File: src/rtl/mem_arbiter_if.sv
// CPU-side and RAM-side bus bundle for mem_arbiter.
// The slave modport is the arbiter's view; master is the environment (CPU + RAM) view.
interface mem_arbiter_if #(
  parameter int ADDR_W = 32,
  parameter int DATA_W = 32
);
  logic              imemRen;
  logic [ADDR_W-1:0] imemaddr;
  logic              dmmRen;
  logic              dmmWen;
  logic [ADDR_W-1:0] dmmaddr;
  logic [DATA_W-1:0] dmmstore;
  logic              i_ready;
  logic              d_ready;
  logic [DATA_W-1:0] imemload;
  logic [DATA_W-1:0] dmmload;
  logic              err;
  logic              ram_ren;
  logic              ram_wen;
  logic [ADDR_W-1:0] ram_addr;
  logic [DATA_W-1:0] ram_wdata;
  logic [DATA_W-1:0] ram_rdata;
  logic              ram_ready;

  modport slave (
    input  imemRen, imemaddr, dmmRen, dmmWen, dmmaddr, dmmstore, ram_rdata, ram_ready,
    output i_ready, d_ready, imemload, dmmload, err, ram_ren, ram_wen, ram_addr, ram_wdata
  );

  modport master (
    output imemRen, imemaddr, dmmRen, dmmWen, dmmaddr, dmmstore, ram_rdata, ram_ready,
    input  i_ready, d_ready, imemload, dmmload, err, ram_ren, ram_wen, ram_addr, ram_wdata
  );
endinterface

File: src/rtl/mem_arbiter.sv
// Serialises instruction fetches and data loads/stores onto one RAM port with a timeout abort.
// Optional round-robin arbitration is enabled by defining MEM_ARB_FAIR_EN.
module mem_arbiter #(
  parameter int ADDR_W      = 32,
  parameter int DATA_W      = 32,
  parameter int TIMEOUT_CYC = 255
) (
  input  logic          clk,
  input  logic          rst_n,
  mem_arbiter_if.slave  bus
);

  localparam int CNT_W = (TIMEOUT_CYC < 2) ? 1 : $clog2(TIMEOUT_CYC + 1);
  localparam logic [CNT_W-1:0]  LAST_CNT   = CNT_W'(TIMEOUT_CYC - 1);
  localparam logic [DATA_W-1:0] ABORT_WORD = {DATA_W/16{16'hBAD1}};

  typedef enum logic [1:0] {IDLE, BUSY_I, BUSY_D, RESP} state_t;

  state_t            state;
  logic [CNT_W-1:0]  count;
  logic              ren;
  logic              wen;
  logic [ADDR_W-1:0] addr;
  logic [DATA_W-1:0] wdata;
  logic [DATA_W-1:0] iload;
  logic [DATA_W-1:0] dload;
  logic              irdy;
  logic              drdy;
  logic              err_q;
  logic              d_req;
  logic              grant_d;

  assign d_req = bus.dmmRen | bus.dmmWen;

`ifdef MEM_ARB_FAIR_EN
  // last_grant: 1 = data side served last, 0 = instruction side
  logic last_grant;
  assign grant_d = d_req & (~bus.imemRen | ~last_grant);
`else
  assign grant_d = d_req;
`endif

  always_ff @(posedge clk or negedge rst_n) begin
    if (!rst_n) begin
      state <= IDLE;
      count <= '0;
      ren   <= 1'b0;
      wen   <= 1'b0;
      addr  <= '0;
      wdata <= '0;
      iload <= '0;
      dload <= '0;
      irdy  <= 1'b0;
      drdy  <= 1'b0;
      err_q <= 1'b0;
`ifdef MEM_ARB_FAIR_EN
      last_grant <= 1'b0;
`endif
    end else begin
      irdy  <= 1'b0;
      drdy  <= 1'b0;
      err_q <= 1'b0;
      case (state)
        IDLE: begin
          count <= '0;
          if (grant_d) begin
            // A simultaneous read+write request is treated as a store
            addr  <= bus.dmmaddr;
            wdata <= bus.dmmstore;
            wen   <= bus.dmmWen;
            ren   <= ~bus.dmmWen;
            state <= BUSY_D;
`ifdef MEM_ARB_FAIR_EN
            last_grant <= 1'b1;
`endif
          end else if (bus.imemRen) begin
            addr  <= bus.imemaddr;
            ren   <= 1'b1;
            wen   <= 1'b0;
            state <= BUSY_I;
`ifdef MEM_ARB_FAIR_EN
            last_grant <= 1'b0;
`endif
          end
        end
        BUSY_I, BUSY_D: begin
          if (bus.ram_ready || count == LAST_CNT) begin
            ren   <= 1'b0;
            wen   <= 1'b0;
            irdy  <= (state == BUSY_I);
            drdy  <= (state == BUSY_D);
            err_q <= ~bus.ram_ready;
            state <= RESP;
            if (state == BUSY_I)
              iload <= bus.ram_ready ? bus.ram_rdata : ABORT_WORD;
            else if (!wen)
              dload <= bus.ram_ready ? bus.ram_rdata : ABORT_WORD;
          end else begin
            count <= count + 1'b1;
          end
        end
        RESP: begin
          count <= '0;
          state <= IDLE;
        end
        default: state <= IDLE;
      endcase
    end
  end

  assign bus.ram_ren   = ren;
  assign bus.ram_wen   = wen;
  assign bus.ram_addr  = addr;
  assign bus.ram_wdata = wdata;
  assign bus.imemload  = iload;
  assign bus.dmmload   = dload;
  assign bus.i_ready   = irdy;
  assign bus.d_ready   = drdy;
  assign bus.err       = err_q;

endmodule

File: src/flat_wrapper.sv
// flat-port wrapper written by rule: the top's interface ports become plain ports
module mem_arbiter_flat 
#(
  parameter int ADDR_W      = 32,
  parameter int DATA_W      = 32,
  parameter int TIMEOUT_CYC = 255
)
  (clk, rst_n, bus_imemRen, bus_imemaddr, bus_dmmRen, bus_dmmWen, bus_dmmaddr, bus_dmmstore, bus_ram_rdata, bus_ram_ready, bus_i_ready, bus_d_ready, bus_imemload, bus_dmmload, bus_err, bus_ram_ren, bus_ram_wen, bus_ram_addr, bus_ram_wdata);
  mem_arbiter_if #(.ADDR_W(ADDR_W), .DATA_W(DATA_W)) bus_i ();
  input  logic clk;
  input  logic rst_n;
  input wire logic [$bits(bus_i.imemRen)-1:0] bus_imemRen;
  input wire logic [$bits(bus_i.imemaddr)-1:0] bus_imemaddr;
  input wire logic [$bits(bus_i.dmmRen)-1:0] bus_dmmRen;
  input wire logic [$bits(bus_i.dmmWen)-1:0] bus_dmmWen;
  input wire logic [$bits(bus_i.dmmaddr)-1:0] bus_dmmaddr;
  input wire logic [$bits(bus_i.dmmstore)-1:0] bus_dmmstore;
  input wire logic [$bits(bus_i.ram_rdata)-1:0] bus_ram_rdata;
  input wire logic [$bits(bus_i.ram_ready)-1:0] bus_ram_ready;
  output wire logic [$bits(bus_i.i_ready)-1:0] bus_i_ready;
  output wire logic [$bits(bus_i.d_ready)-1:0] bus_d_ready;
  output wire logic [$bits(bus_i.imemload)-1:0] bus_imemload;
  output wire logic [$bits(bus_i.dmmload)-1:0] bus_dmmload;
  output wire logic [$bits(bus_i.err)-1:0] bus_err;
  output wire logic [$bits(bus_i.ram_ren)-1:0] bus_ram_ren;
  output wire logic [$bits(bus_i.ram_wen)-1:0] bus_ram_wen;
  output wire logic [$bits(bus_i.ram_addr)-1:0] bus_ram_addr;
  output wire logic [$bits(bus_i.ram_wdata)-1:0] bus_ram_wdata;
  assign bus_i.imemRen = bus_imemRen;
  assign bus_i.imemaddr = bus_imemaddr;
  assign bus_i.dmmRen = bus_dmmRen;
  assign bus_i.dmmWen = bus_dmmWen;
  assign bus_i.dmmaddr = bus_dmmaddr;
  assign bus_i.dmmstore = bus_dmmstore;
  assign bus_i.ram_rdata = bus_ram_rdata;
  assign bus_i.ram_ready = bus_ram_ready;
  assign bus_i_ready = bus_i.i_ready;
  assign bus_d_ready = bus_i.d_ready;
  assign bus_imemload = bus_i.imemload;
  assign bus_dmmload = bus_i.dmmload;
  assign bus_err = bus_i.err;
  assign bus_ram_ren = bus_i.ram_ren;
  assign bus_ram_wen = bus_i.ram_wen;
  assign bus_ram_addr = bus_i.ram_addr;
  assign bus_ram_wdata = bus_i.ram_wdata;
  mem_arbiter #(.ADDR_W(ADDR_W), .DATA_W(DATA_W), .TIMEOUT_CYC(TIMEOUT_CYC)) u_core (.clk(clk), .rst_n(rst_n), .bus(bus_i));
endmodule
File: config.mk
export PLATFORM = sky130hd
export DESIGN_NAME = mem_arbiter_flat
export DESIGN_NICKNAME = d
export VERILOG_FILES = /design/src/rtl/mem_arbiter_if.sv /design/src/rtl/mem_arbiter.sv /design/src/flat_wrapper.sv
export SDC_FILE = /design/constraint.sdc
export NUM_CORES = 1
export LEC_CHECK = 0
export CORE_ASPECT_RATIO = 1.1
export CORE_MARGIN = 4
export CORE_UTILIZATION = 46
export DETAILED_ROUTE_END_ITERATION = 12
export HOLD_SLACK_MARGIN = 0.12
export PLACE_DENSITY = 0.86
export SYNTH_ARGS = -nofsm -noshare
export SYNTH_HDL_FRONTEND = slang
export SYNTH_SLANG_ARGS = --single-unit
File: constraint.sdc
create_clock -name clk -period 5.5 [get_ports clk]
set_input_delay 1.1 -clock clk [delete_from_list [all_inputs] [get_ports clk]]
set_output_delay 1.1 -clock clk [all_outputs]
set_load 0.005 [all_outputs]
; ---- Word level (Yosys, flattened, before mapping)
; Index checks and enable logic that the tools add are counted.
[totals]
register_bits = 143
inputBits = 134
out_inout_bits = 133
[classes]
addsub = 1
eq_ne = 7
mux = 22
bitwise_logic = 5
n_reduce_logical = 12
[ops]
columns = op, count
row1 = $mux W32, 3
row2 = $pmux W8 S2, 1
row3 = $mux W1, 11
row4 = $add A8 B1 Y8 const B, 1
row5 = $eq A8 B8 Y1 const B, 1
row6 = $mux W8, 1
row7 = $mux W2, 3
row8 = $pmux W2 S3, 1
row9 = $reduce_and A2 Y1, 3
row10 = $reduce_and A3 Y1, 2
row11 = $eq A2 B2 Y1 const B, 2
row12 = $not A1 Y1, 4
row13 = $pmux W1 S2, 2
row14 = $reduce_and A4 Y1, 1
row15 = $reduce_bool A2 Y1, 2
row16 = $reduce_or A2 Y1, 2
row17 = $ne A3 B2 Y1 const B, 1
row18 = $eq A2 B1 Y1 const B, 1
row19 = $logic_not A2 Y1, 1
row20 = $ne A2 B1 Y1 const B, 1
row21 = $ne A2 B2 Y1 const B, 1
row22 = $logic_or A1 B1 Y1, 1
row23 = $or A1 B1 Y1, 1

; ---- Logic depth before layout (Yosys ltp)
; Gate-level depths: netlist of the first run.
[depth]
word_depth = 4
ltp_mapped = 8
mapped_depth_nobuf = 5

; ---- Worst setup path after synthesis of the first run
; Ideal clock, no wire load.
[synth_timing]
path_kind = input -> register
start = input port bus_dmmWen
end = register u_core.wdata[0] (netlist: u_core.bus.ram_wdata[0])
setup_time_ns = 0.125
arrival_time_ns = 2.157
t_required_ns = 5.375
path_slack_ns = 3.219
path_stages = 4
path_buffers = 2
cell_sequence = clkbuf_1 -> o21ai_1 -> buf_2 -> mux2_2
[synth_via]
elab_chain_len = 2
[synth_lines]
columns = item, line
row1 = from (decl), flat_wrapper.sv:15  ; input wire logic [$bits(bus_i.dmmWen)-1:0] bus_dmmWen;
row2 = $or A1 B1 Y1, mem_arbiter.sv:33  ; assign d_req = bus.dmmRen | bus.dmmWen;
row3 = $reduce_and A2 Y1 (no line), -
row4 = to (signal assigned), mem_arbiter.sv:69  ; wdata <= bus.dmmstore;
row5 = to (decl), mem_arbiter.sv:24  ; logic [DATA_W-1:0] wdata;
; No other way between the ends.
; A chain may end at the register's enable or synchronous reset.

; ---- Worst setup path after layout of the first run
[layout_timing]
start = input port bus_ram_ready
end = register u_core.dload[13] (netlist: u_core.bus.dmmload[13])
[layout_via]
elab_chain_len = 2
[layout_lines]
columns = item, line
row1 = from (decl), flat_wrapper.sv:19  ; input wire logic [$bits(bus_i.ram_ready)-1:0] bus_ram_ready;
row2 = $logic_or A1 B1 Y1, mem_arbiter.sv:87  ; if (bus.ram_ready || count == LAST_CNT) begin
row3 = $reduce_and A4 Y1 (no line), -
row4 = to (signal assigned), mem_arbiter.sv:97  ; dload <= bus.ram_ready ? bus.ram_rdata : ABORT_WORD;
row5 = to (decl), mem_arbiter.sv:26  ; logic [DATA_W-1:0] dload;
; Several ways; a longest one is shown, not always the timed one.

==> out/results.ini, run 1 <==
[detailed_routing]
route.vias.total=5567
routed_wl_um=18700
route.detailed.wl_per_inst_um=18.4
viasPerCell=5.47
route.detailed.drc=0
dr.pass1.iters=5
drtIter0Drc=464
detail-route-antenna-nets=0

[global_route]
vias_in_the_first_global_route=5664
antenna_found_initial=0
grt.total_usage=0.235
grt_pass1_wl_um=28800
grt_max_degree=88
met1_use_gr=0.268
overflow=0
grt.met3_usage=0.0740
gr_util_met2=0.411
grt_busiest_layer=met2

[clocking]
cts_hold_buf=0
cts_resized=0
cts-htree-levels=4
cts_buffer_depth=2
cts_setup_buffers=0
clock_insertion_delay_worst_skew_ns=0.41
cts_made_buffers=17
clkSinkCount=143
cts.clk_slew.worst_paths_ns=0.06
ctsRootBufferMaster=clkbuf_16
cts_tree=yes

[pwr]
power.clock.fraction=0.215
power.sequential.fraction=0.342
combinational_group_share_of_total_power=0.443
netSwitchingPower_mw=1.76
power_switching_share=0.331
power_leakage_nw=3.96
pwr_density_cell_mw_per_mm2=553
cellInternalPower_mw=3.57
worst_supply_voltage_drop_on_vdd_uv=313

[worst_hold_path]
min-delay-start=u_core.bus.ram_addr[23]
whs_endpoint=u_core.bus.ram_addr[23]
hold_class=flip-flop to flip-flop
hold_depth=2

[floorplanning]
die_height_um=131
dieArea_sq_mm=0.0157
design.core.area_sq_mm=0.0133
initial_core_util=0.474
fp-row-count=44
ioPinCount=267
width_of_the_die_um=120

[timing]
max_slew.worst_pin.slew_ns=1.22
timing.final.max_slew_violations=0
grt_setup_unrepaired=no
hold_violations=0
setup_tns_ns=0
layout_worst_path_cycle_share=0.571
fmax_ghz=0.319
final_period_minus_worst_setup_slack_ns=3.14
setup-violations-final=0
clock-skew-final_ns=0.00811
worst_slew_margin_rel=0.182

[synth]
synth_enable_flop_cells=0
synth_largest_type_area_fraction=0.567
yosys.cell_types.count=47
commonest_cells_in_the_synthesized_netlist=dfrtp_1 (143), o21ai_0 (85), nand2_1 (55), a21oi_1 (37), mux2i_1 (34)
synth_async_sr_flop_share=1.00
post_synth_design_cell_area_sq_mm=0.00631
synthCells=571
synth_most_common_cell=dfrtp_1
dominantRegCellSynth=dfrtp_1
synth_warnings=0
syn-mean-instance-area_sq_um=11.1
cell_types_occupying_the_most_area_after_synthesis=dfrtp_1 (57%), o21ai_0 (6.7%), mux2_2 (5.7%)
synth.largest_area_cell=dfrtp_1
synth_seq_cells=143
ys_seq_area_frac=0.567
synthesis.nets=711

[setup_path]
crit_arrival_ns=3.41
worstPathMaxFanout=36
timing.rr.end=u_core.bus.dmmload[13]
path_cells=clkdlybuf4s50_1 > nand4bb_1 > o21ai_0 > o21ai_0
crit_path_frequent_cell=o21ai_0
cp.required_ns=5.77
cp_slowest_stage_delay_ns=0.94
crit_path_end_kind=flip-flop
worst_setup_path_start_kind=input pin
regToRegStartpoint=u_core.state[0]
cp_num_buf_inv=1
reg2reg_slack_ns=2.51
rr_worst_depth=5
worst-setup-path-type=input pin to flip-flop
critPathTopFamily=simple AND/OR/NAND/NOR gates
crit_path_top_delay_cell=nand4bb_1

[finish]
share_of_cells_above_drive_strength_1=0.0912
finalNetCount=960
num_antenna_cells=0
layoutNonFillerInstCount=1017
area.growth.synth_to_final_pct=53.0

[place]
gp_routability_congestion=0.806
dp_hpwl_um=13500
port_buffers=266
place_inst=985

[run_status]
result_of_the_run=complete, no violations

[run]
maxCapViolCount=0

-- stage by stage --
stage | hold WS [ns] | total power, mW | utilization | instance area (sq um) | setup WS (ns)
global placement | 0.463 | 4.08 | 0.680 | 9060 | 2.14
floorplan | 0.467 | 2.86 | - | 6310 | 3.22
global route | 0.505 | 5.67 | 0.724 | 9650 | 2.04
CTS | 0.482 | 5.37 | 0.724 | 9650 | 2.37
finish | 0.476 | 5.33 | 0.724 | 9650 | 2.36
detailed placement | 0.470 | 4.20 | 0.680 | 9060 | 1.93
-- cells by family (layout without fill, tap and decap cells) --
kind of cell,count (synthesis),after routing,share of synthesized area
multiplexers,66,66,0.111
adder cells (fa/ha/maj),6,6,0.0119
AND/OR/NAND/NOR,97,97,0.0787
flip-flops,143,143,0.567
buffers and inverters,65,327,0.0460
AO/OA/AOI/OAI,194,194,0.185
-- cell type report --
type	instances	area, sq um
Clock buffer	23	488
Fill cell	915	3670
Clock inverter	9	108
Multi-Input combinational cell	363	2460
Inverter	24	90.1
Sequential cell	143	3580
Timing Repair Buffer	271	2700
Tap cell	184	230
-- placed cells by master, fill, tap and decap left out, types with 14 or more instances in the layout --
cell type / instances
clkdlybuf4s50_1: 265
dfrtp_1: 143
o21ai_0: 85
nand2_1: 55
a21oi_1: 37
mux2i_1: 34
mux2_2: 32
inv_1: 24
o22ai_1: 18
clkbuf_16: 17
nor2b_1: 15
a221o_1: 14
a31oi_1: 14
-- how the worst max path moves through the flow --
stage / startpoint / to / slack, ns / depth (start not counted)
floorplan: bus_dmmWen / u_core.bus.ram_wdata[0] / 3.22 / 4
global placement: bus_ram_ready / u_core.bus.dmmload[16] / 2.14 / 4
detailed placement: bus_ram_ready / u_core.bus.dmmload[13] / 1.93 / 4
CTS: bus_ram_ready / u_core.bus.dmmload[13] / 2.37 / 4
global route: bus_ram_ready / u_core.bus.dmmload[13] / 2.04 / 4
finish: bus_ram_ready / u_core.bus.dmmload[13] / 2.36 / 4
-- power groups by stage --
| stage | clock [mW] | combinational, mW | sequential [mW] |
|---|---|---|---|
| after floorplan | 0 | 1.04 | 1.82 |
| after global placement | 0 | 2.27 | 1.80 |
| after detailed placement | 0 | 2.37 | 1.83 |
| after CTS | 1.16 | 2.39 | 1.82 |
| after global routing | 1.21 | 2.58 | 1.88 |
| final | 1.15 | 2.36 | 1.82 |
-- state kept, by name, summed over array words and instances (netlist names) --
name                  count
u_core.bus.d_ready        1
u_core.bus.i_ready        1
u_core.bus.ram_wen        1
u_core.bus.ram_addr      32
u_core.bus.ram_ren        1
u_core.state              2
u_core.bus.imemload      32
u_core.count              8
u_core.bus.dmmload       32
u_core.bus.ram_wdata     32
u_core.bus.err            1
-- worst min-delay path, delay by kind of cell, from the launching register on --
| family | cells | cell delay (ns) |
|---|---|---|
| and+or+nand+nor | 1 | 0.04 |
| AOI/OAI and AO/OA | 1 | 0.06 |
| DFF | 1 | 0.34 |
-- metal layers --
metal	vias up	share of wire
met5	-	0
met4	0	0.027
met3	33	0.082
met2	275	0.51
met1	2699	0.38
li1	2560	-
No activity file was read; power rests on OpenSTA's default activity.
==> run 2, diff against run 1 <==
Settings changed: CORE_UTILIZATION 46 to 39, PLACE_DENSITY 0.86 to 0.77.
Clock period 5.5 ns to 2.8 ns, I/O delays scaled along.
==> run 2 against run 1 <==
Effect of this change: combinational power increased by 98%; via count decreased by 3.2%; worst setup slack got worse by 1.6 ns; design area increased by 1.2%; register-to-register slack got worse by 1.8 ns; highest routed layer unchanged.
==> out/results.ini, run 2 (synthesis gave the netlist of run 1 again) <==
[run_status]
result_of_the_run=complete, no violations

[clocking]
ctsRootBufferMaster=clkbuf_16
clock_insertion_delay_worst_skew_ns=0.42  ; about the same
cts_made_buffers=17  ; unchanged
cts-htree-levels=4  ; unchanged
clkSinkCount=143  ; unchanged
cts.clk_slew.worst_paths_ns=0.06  ; about the same
cts_buffer_depth=2  ; unchanged
cts_resized=0  ; unchanged
cts_tree=yes

[finish]
area.growth.synth_to_final_pct=54.9
layoutNonFillerInstCount=1042  ; +2.5%
final_design_area_no_fill_sq_mm=0.00977  ; +1.2%
area_of_combinational_cells_with_multiple_inputs_sq_mm=0.00245  ; -0.25%
most_used_cells_in_the_layout_excluding_fill_and_tap_cells=clkdlybuf4s50_1 (265), dfrtp_1 (143), o21ai_0 (85)
filler_cell_count=1286  ; +41%
final_util=0.619  ; -0.106
finalNetCount=969  ; +0.94%
share_of_cells_above_drive_strength_1=0.0986  ; +0.00734
num_antenna_cells=0  ; unchanged
most_common_library_cell_in_the_layout_ignoring_fill_and_taps=clkdlybuf4s50_1
seqCellArea_sq_mm=0.00358  ; unchanged

[run]
maxCapViolCount=0  ; unchanged

[global_route]
vias_in_the_first_global_route=5370  ; -5.2%
overflow=0  ; unchanged
grt_max_degree=65  ; -26%
grt.total_usage=0.196  ; -0.0390
grt_pass1_wl_um=28100  ; -2.4%
antenna_found_initial=0  ; unchanged

[floorplanning]
fp-row-count=48  ; +9.1%
dieArea_sq_mm=0.0183  ; +17%
width_of_the_die_um=129  ; +8.0%
initial_core_util=0.399  ; -0.0741
die_height_um=141  ; +8.1%
design.core.area_sq_mm=0.0158  ; +19%
ioPinCount=267  ; unchanged

[worst_hold_path]
hold_depth=2  ; unchanged
whs_endpoint=u_core.bus.ram_addr[26]
min-delay-start=u_core.bus.ram_addr[26]
hold_class=flip-flop to flip-flop

[timing]
max_slew.worst_pin.slew_ns=0.823  ; -0.395 ns
layout_worst_path_cycle_share=0.737
final.hold.worst_slack_ns=0.479  ; +0.00282 ns
timing.final.max_slew_violations=0  ; unchanged
worst_slew_margin_rel=0.451  ; +0.269
hold_violations=0  ; unchanged
fmax_ghz=0.484
grt_setup_unrepaired=no
clock-skew-final_ns=0.00877  ; +0.000663 ns
timing.final.ws_setup_ns=0.735  ; -1.63 ns
final_period_minus_worst_setup_slack_ns=2.06
setup-violations-final=0  ; unchanged
setup_tns_ns=0  ; unchanged

[pwr]
cellInternalPower_mw=7.00  ; +96%
power_switching_share=0.329  ; -0.00132
fin_total_pwr_mw=10.4  ; +96%
power.clock.fraction=0.213  ; -0.002
netSwitchingPower_mw=3.44  ; +95%
pwr_density_cell_mw_per_mm2=1070  ; +93%
combinational_group_share_of_total_power=0.447  ; +0.004
power_leakage_nw=4.02  ; +1.6%
worst_supply_voltage_drop_on_vdd_uv=560  ; +79%
power.sequential.fraction=0.340  ; -0.002

[detailed_routing]
viasPerCell=5.17  ; -5.5%
route.detailed.wl_per_inst_um=17.5  ; -4.9%
drtIter0Drc=241  ; -48%
detail-route-antenna-nets=0  ; unchanged
routed_wl_um=18200  ; -2.6%
dr.pass1.iters=4  ; -1
route.vias.total=5390  ; -3.2%
route.detailed.drc=0  ; unchanged

[setup_path]
critPathTopFamily=buffers and inverters
crit_path_top_delay_cell=clkdlybuf4s50_1
regToRegStartpoint=u_core.count[0]
crit_path_end_kind=output port
rr_worst_depth=6  ; +1
crit_arrival_ns=1.50  ; -1.91 ns
cp.required_ns=2.24  ; -3.53 ns
timing.rr.end=u_core.count[0]
path_cells=clkdlybuf4s50_1
worst-setup-path-type=flip-flop to output port
worstPathMaxFanout=7  ; -81%
worst_setup_path_start_kind=flip-flop
reg2reg_slack_ns=0.74  ; -1.77 ns
cp_num_buf_inv=1  ; unchanged
cp_slowest_stage_delay_ns=0.59  ; -0.35 ns

[place]
port_buffers=266  ; unchanged
detailed_place.area_sq_mm=0.00918  ; +1.4%
gp_routability_congestion=0.816  ; +1.3%
place_inst=1009  ; +2.4%
place_worst_setup_slack_ns=0.458  ; -1.47 ns
dp_hpwl_um=13100  ; -2.9%

run 2: cell types whose count changed in the layout (fill, tap and decap cells not counted), sizes merged:
| cell | delta |
|---|---|
| buf | +8 |
| clkbuf | -2 |
| clkinv | +2 |
| clkinvlp | -3 |
| dlygate4sd3 | +1 |
| inv | +3 |
run 2: worst max-delay path by stage:
| stage | cells after the start | slack [ns] | end | startpoint |
|---|---|---|---|---|
| 2_1_floorplan | 4 | 1.06 | u_core.bus.ram_wdata[0] | bus_dmmWen |
| 3_3_place_gp | 5 | 0.55 | u_core.bus.ram_addr[24] | bus_dmmWen |
| 3_5_place_dp | 5 | 0.46 | u_core.bus.ram_addr[25] | bus_dmmWen |
| 4_1_cts | 1 | 0.71 | bus_ram_wen | u_core.bus.ram_wen |
| 5_1_grt | 6 | 0.61 | u_core.bus.dmmload[9] | u_core.count[0] |
| 6_report | 1 | 0.74 | bus_ram_wen | u_core.bus.ram_wen |
run 2: power by group through the flow:
stage                     Clock (mW)  Combinational (mW)  Sequential, mW
after floorplan                    0                2.04            3.57
after global placement             0                4.59            3.52
after detailed placement           0                4.71            3.56
after CTS                       2.28                4.73            3.55
after global routing            2.37                5.11            3.66
final                           2.22                4.67            3.55
run 2: routing by layer:
layer,up-vias,routed length [um],global-route usage
met1,2571,7050,0.235
met5,-,0,0
li1,2572,-,-
met4,0,533,0.0802
met2,216,8860,0.317
met3,31,1740,0.0712
run 2: cell type report:
type	count	share of cell area
Timing Repair Buffer	280	0.289
Sequential cell	143	0.366
Clock inverter	11	0.0134
Tap cell	200	0.0256
Multi-Input combinational cell	363	0.251
Inverter	24	0.00922
Clock buffer	21	0.0461
run 2: what timing repair did:
item / 4_1_cts / 5_1_grt
buffers inserted: 0 / 0
hold buffers: 1 / 0
hold endpoints to repair: 42 / 0
==> run 3, diff against run 2 <==
Settings changed: CORE_UTILIZATION 39 to 43, PLACE_DENSITY 0.77 to 0.81.
Clock period 2.8 ns to 1.9 ns, I/O delays scaled along.
==> run 3 against run 2 <==
Effect of this change: sequential share of layout area decreased by 0.80 points; register-to-register slack got worse by 0.67 ns; critical endpoint is now u_core.bus.dmmload[11]; highest routed layer unchanged; die area decreased by 8.8%; via count increased by 3.4%; clock-buffer cell count increased by 1; power increased by 52%; combinational power increased by 54%; wire length increased by 0.64%; hold slack got worse by 0.017 ns; critical path depth increased by 5; sequential power increased by 49%.
==> out/results.ini, run 3 (synthesis gave the netlist of run 1 again) <==
[run_status]
result_of_the_run=complete, no violations

[floorplanning]
ioPinCount=267  ; unchanged
dieArea_sq_mm=0.0167  ; -8.8%
die_height_um=135  ; -4.5%
design.core.area_sq_mm=0.0144  ; -8.9%
width_of_the_die_um=124  ; -4.5%
fp-row-count=46  ; -4.2%
initial_core_util=0.439  ; +0.0390

[timing]
setup_tns_ns=0  ; unchanged
hold_violations=0  ; unchanged
final.hold.worst_slack_ns=0.462  ; -0.0168 ns
grt_setup_unrepaired=no
layout_worst_path_cycle_share=0.966
timing.final.ws_setup_ns=0.0655  ; -0.670 ns
worst_slew_margin_rel=0.715  ; +0.264
clock-skew-final_ns=0.00650  ; -0.00228 ns
timing.final.max_slew_violations=0  ; unchanged
setup-violations-final=0  ; unchanged
max_slew.worst_pin.slew_ns=0.427  ; -0.396 ns
final_period_minus_worst_setup_slack_ns=1.83
fmax_ghz=0.545

[clocking]
clock_insertion_delay_worst_skew_ns=0.41  ; about the same
cts_tree=yes
cts_buffer_depth=2  ; unchanged
cts-htree-levels=4  ; unchanged
cts_made_buffers=17  ; unchanged
ctsRootBufferMaster=clkbuf_16
cts.clk_slew.worst_paths_ns=0.06  ; about the same
clkSinkCount=143  ; unchanged

[setup_path]
worstPathMaxFanout=32  ; +25
worst_setup_path_start_kind=flip-flop
worst-setup-path-type=flip-flop to flip-flop
crit_arrival_ns=2.13  ; +0.63 ns
crit_path_end_kind=flip-flop
cp.required_ns=2.20  ; -0.04 ns

[detailed_routing]
route.vias.total=5572  ; +3.4%
route.detailed.wl_per_inst_um=17.4  ; about the same
detail-route-antenna-nets=0  ; unchanged
drtIter0Drc=360  ; +49%
viasPerCell=5.31  ; +2.7%
route.detailed.drc=0  ; unchanged
dr.pass1.iters=5  ; +1
routed_wl_um=18300  ; +0.64%

[global_route]
overflow=0  ; unchanged
grt_pass1_wl_um=28700  ; +2.0%
vias_in_the_first_global_route=5682  ; +5.8%
antenna_found_initial=0  ; unchanged
grt_max_degree=65  ; unchanged
grt.total_usage=0.218  ; +0.0230

[place]
place_inst=1013  ; +0.40%
detailed_place.area_sq_mm=0.00932  ; +1.5%
place_worst_setup_slack_ns=-0.0534  ; -0.511 ns
port_buffers=266  ; unchanged
dp_hpwl_um=13400  ; +2.5%
gp_routability_congestion=0.842  ; +3.1%

[pwr]
power_switching_share=0.324  ; -0.00517
power_leakage_nw=4.14  ; +2.9%
netSwitchingPower_mw=5.15  ; +50%
power.sequential.fraction=0.333  ; -0.007
fin_total_pwr_mw=15.9  ; +52%
combinational_group_share_of_total_power=0.453  ; +0.006
pwr_density_cell_mw_per_mm2=1590  ; +49%
cellInternalPower_mw=10.7  ; +53%
power.clock.fraction=0.214  ; about the same
worst_supply_voltage_drop_on_vdd_uv=845  ; +51%

[finish]
share_of_cells_above_drive_strength_1=0.121  ; +0.0228
area_of_combinational_cells_with_multiple_inputs_sq_mm=0.00246  ; +0.46%
final_util=0.695  ; +0.0759
most_used_cells_in_the_layout_excluding_fill_and_tap_cells=clkdlybuf4s50_1 (265), dfrtp_1 (142), o21ai_0 (84)
most_common_library_cell_in_the_layout_ignoring_fill_and_taps=clkdlybuf4s50_1
final_design_area_no_fill_sq_mm=0.00999  ; +2.3%
layoutNonFillerInstCount=1049  ; +0.67%
filler_cell_count=1058  ; -18%
area.growth.synth_to_final_pct=58.4
num_antenna_cells=0  ; unchanged
seqCellArea_sq_mm=0.00358  ; about the same
finalNetCount=984  ; +1.5%

[worst_hold_path]
hold_class=input pin to async pin

[run]
maxCapViolCount=0  ; unchanged

[run 3: worst paths after layout]
check / from / to / slack [ns] / depth (start not counted)
min in group clk: u_core.bus.ram_addr[6] / u_core.bus.ram_addr[6] / 0.47 / 2
max in group asynchronous: rst_n / u_core.bus.imemload[27] / 0.81 / 3
hold / removal: rst_n / u_core.bus.imemload[18] / 0.46 / 2
setup / recovery: u_core.state[0] / u_core.bus.dmmload[11] / 0.07 / 6
hold reg to reg: u_core.bus.ram_addr[6] / u_core.bus.ram_addr[6] / 0.47 / 2
setup reg to reg: u_core.state[0] / u_core.bus.dmmload[11] / 0.07 / 6
[run 3: cell type report]
class / instances / area share
repair buffers: 295 / 0.301
clock inverters: 10 / 0.0123
well taps: 192 / 0.0240
multi-input cells: 363 / 0.246
inverters: 24 / 0.00901
clock buffers: 22 / 0.0495
flip-flops and latches: 143 / 0.358
[run 3: metal layers]
layer  wire, um  global-route usage
met5          0                   0
met2       9550               0.376
met3       1560              0.0670
met1       6890               0.256
met4        304              0.0782
[run 3: repair_timing]
| action | CTS | global route |
|---|---|---|
| cloned | 0 | 1 |
| setup endpoints to repair | 2 | 9 |
| setup buffers | 0 | 2 |
| pin swaps | 0 | 1 |
| endpoints found under the hold margin | 43 | 0 |
| hold buffers | 1 | 0 |
| gates resized for setup | 2 | 3 |
[run 3: power by group through the flow]
stage               Sequential [mW]  Clock [mW]  Combinational [mW]
floorplan                      5.26           0                3.01
global placement               5.22           0                6.88
detailed placement             5.30           0                7.17
CTS                            5.28        3.47                7.21
global route                   5.44        3.61                7.84
finish                         5.28        3.40                7.19
[run 3: critical path: stages (launching register included)]
cell and delay [ns]:
dfrtp_1 0.41, inv_1 0.09, ha_2 0.41, nor3b_4 0.25, buf_12 0.21, o21ai_0 0.10, o21ai_0 0.24
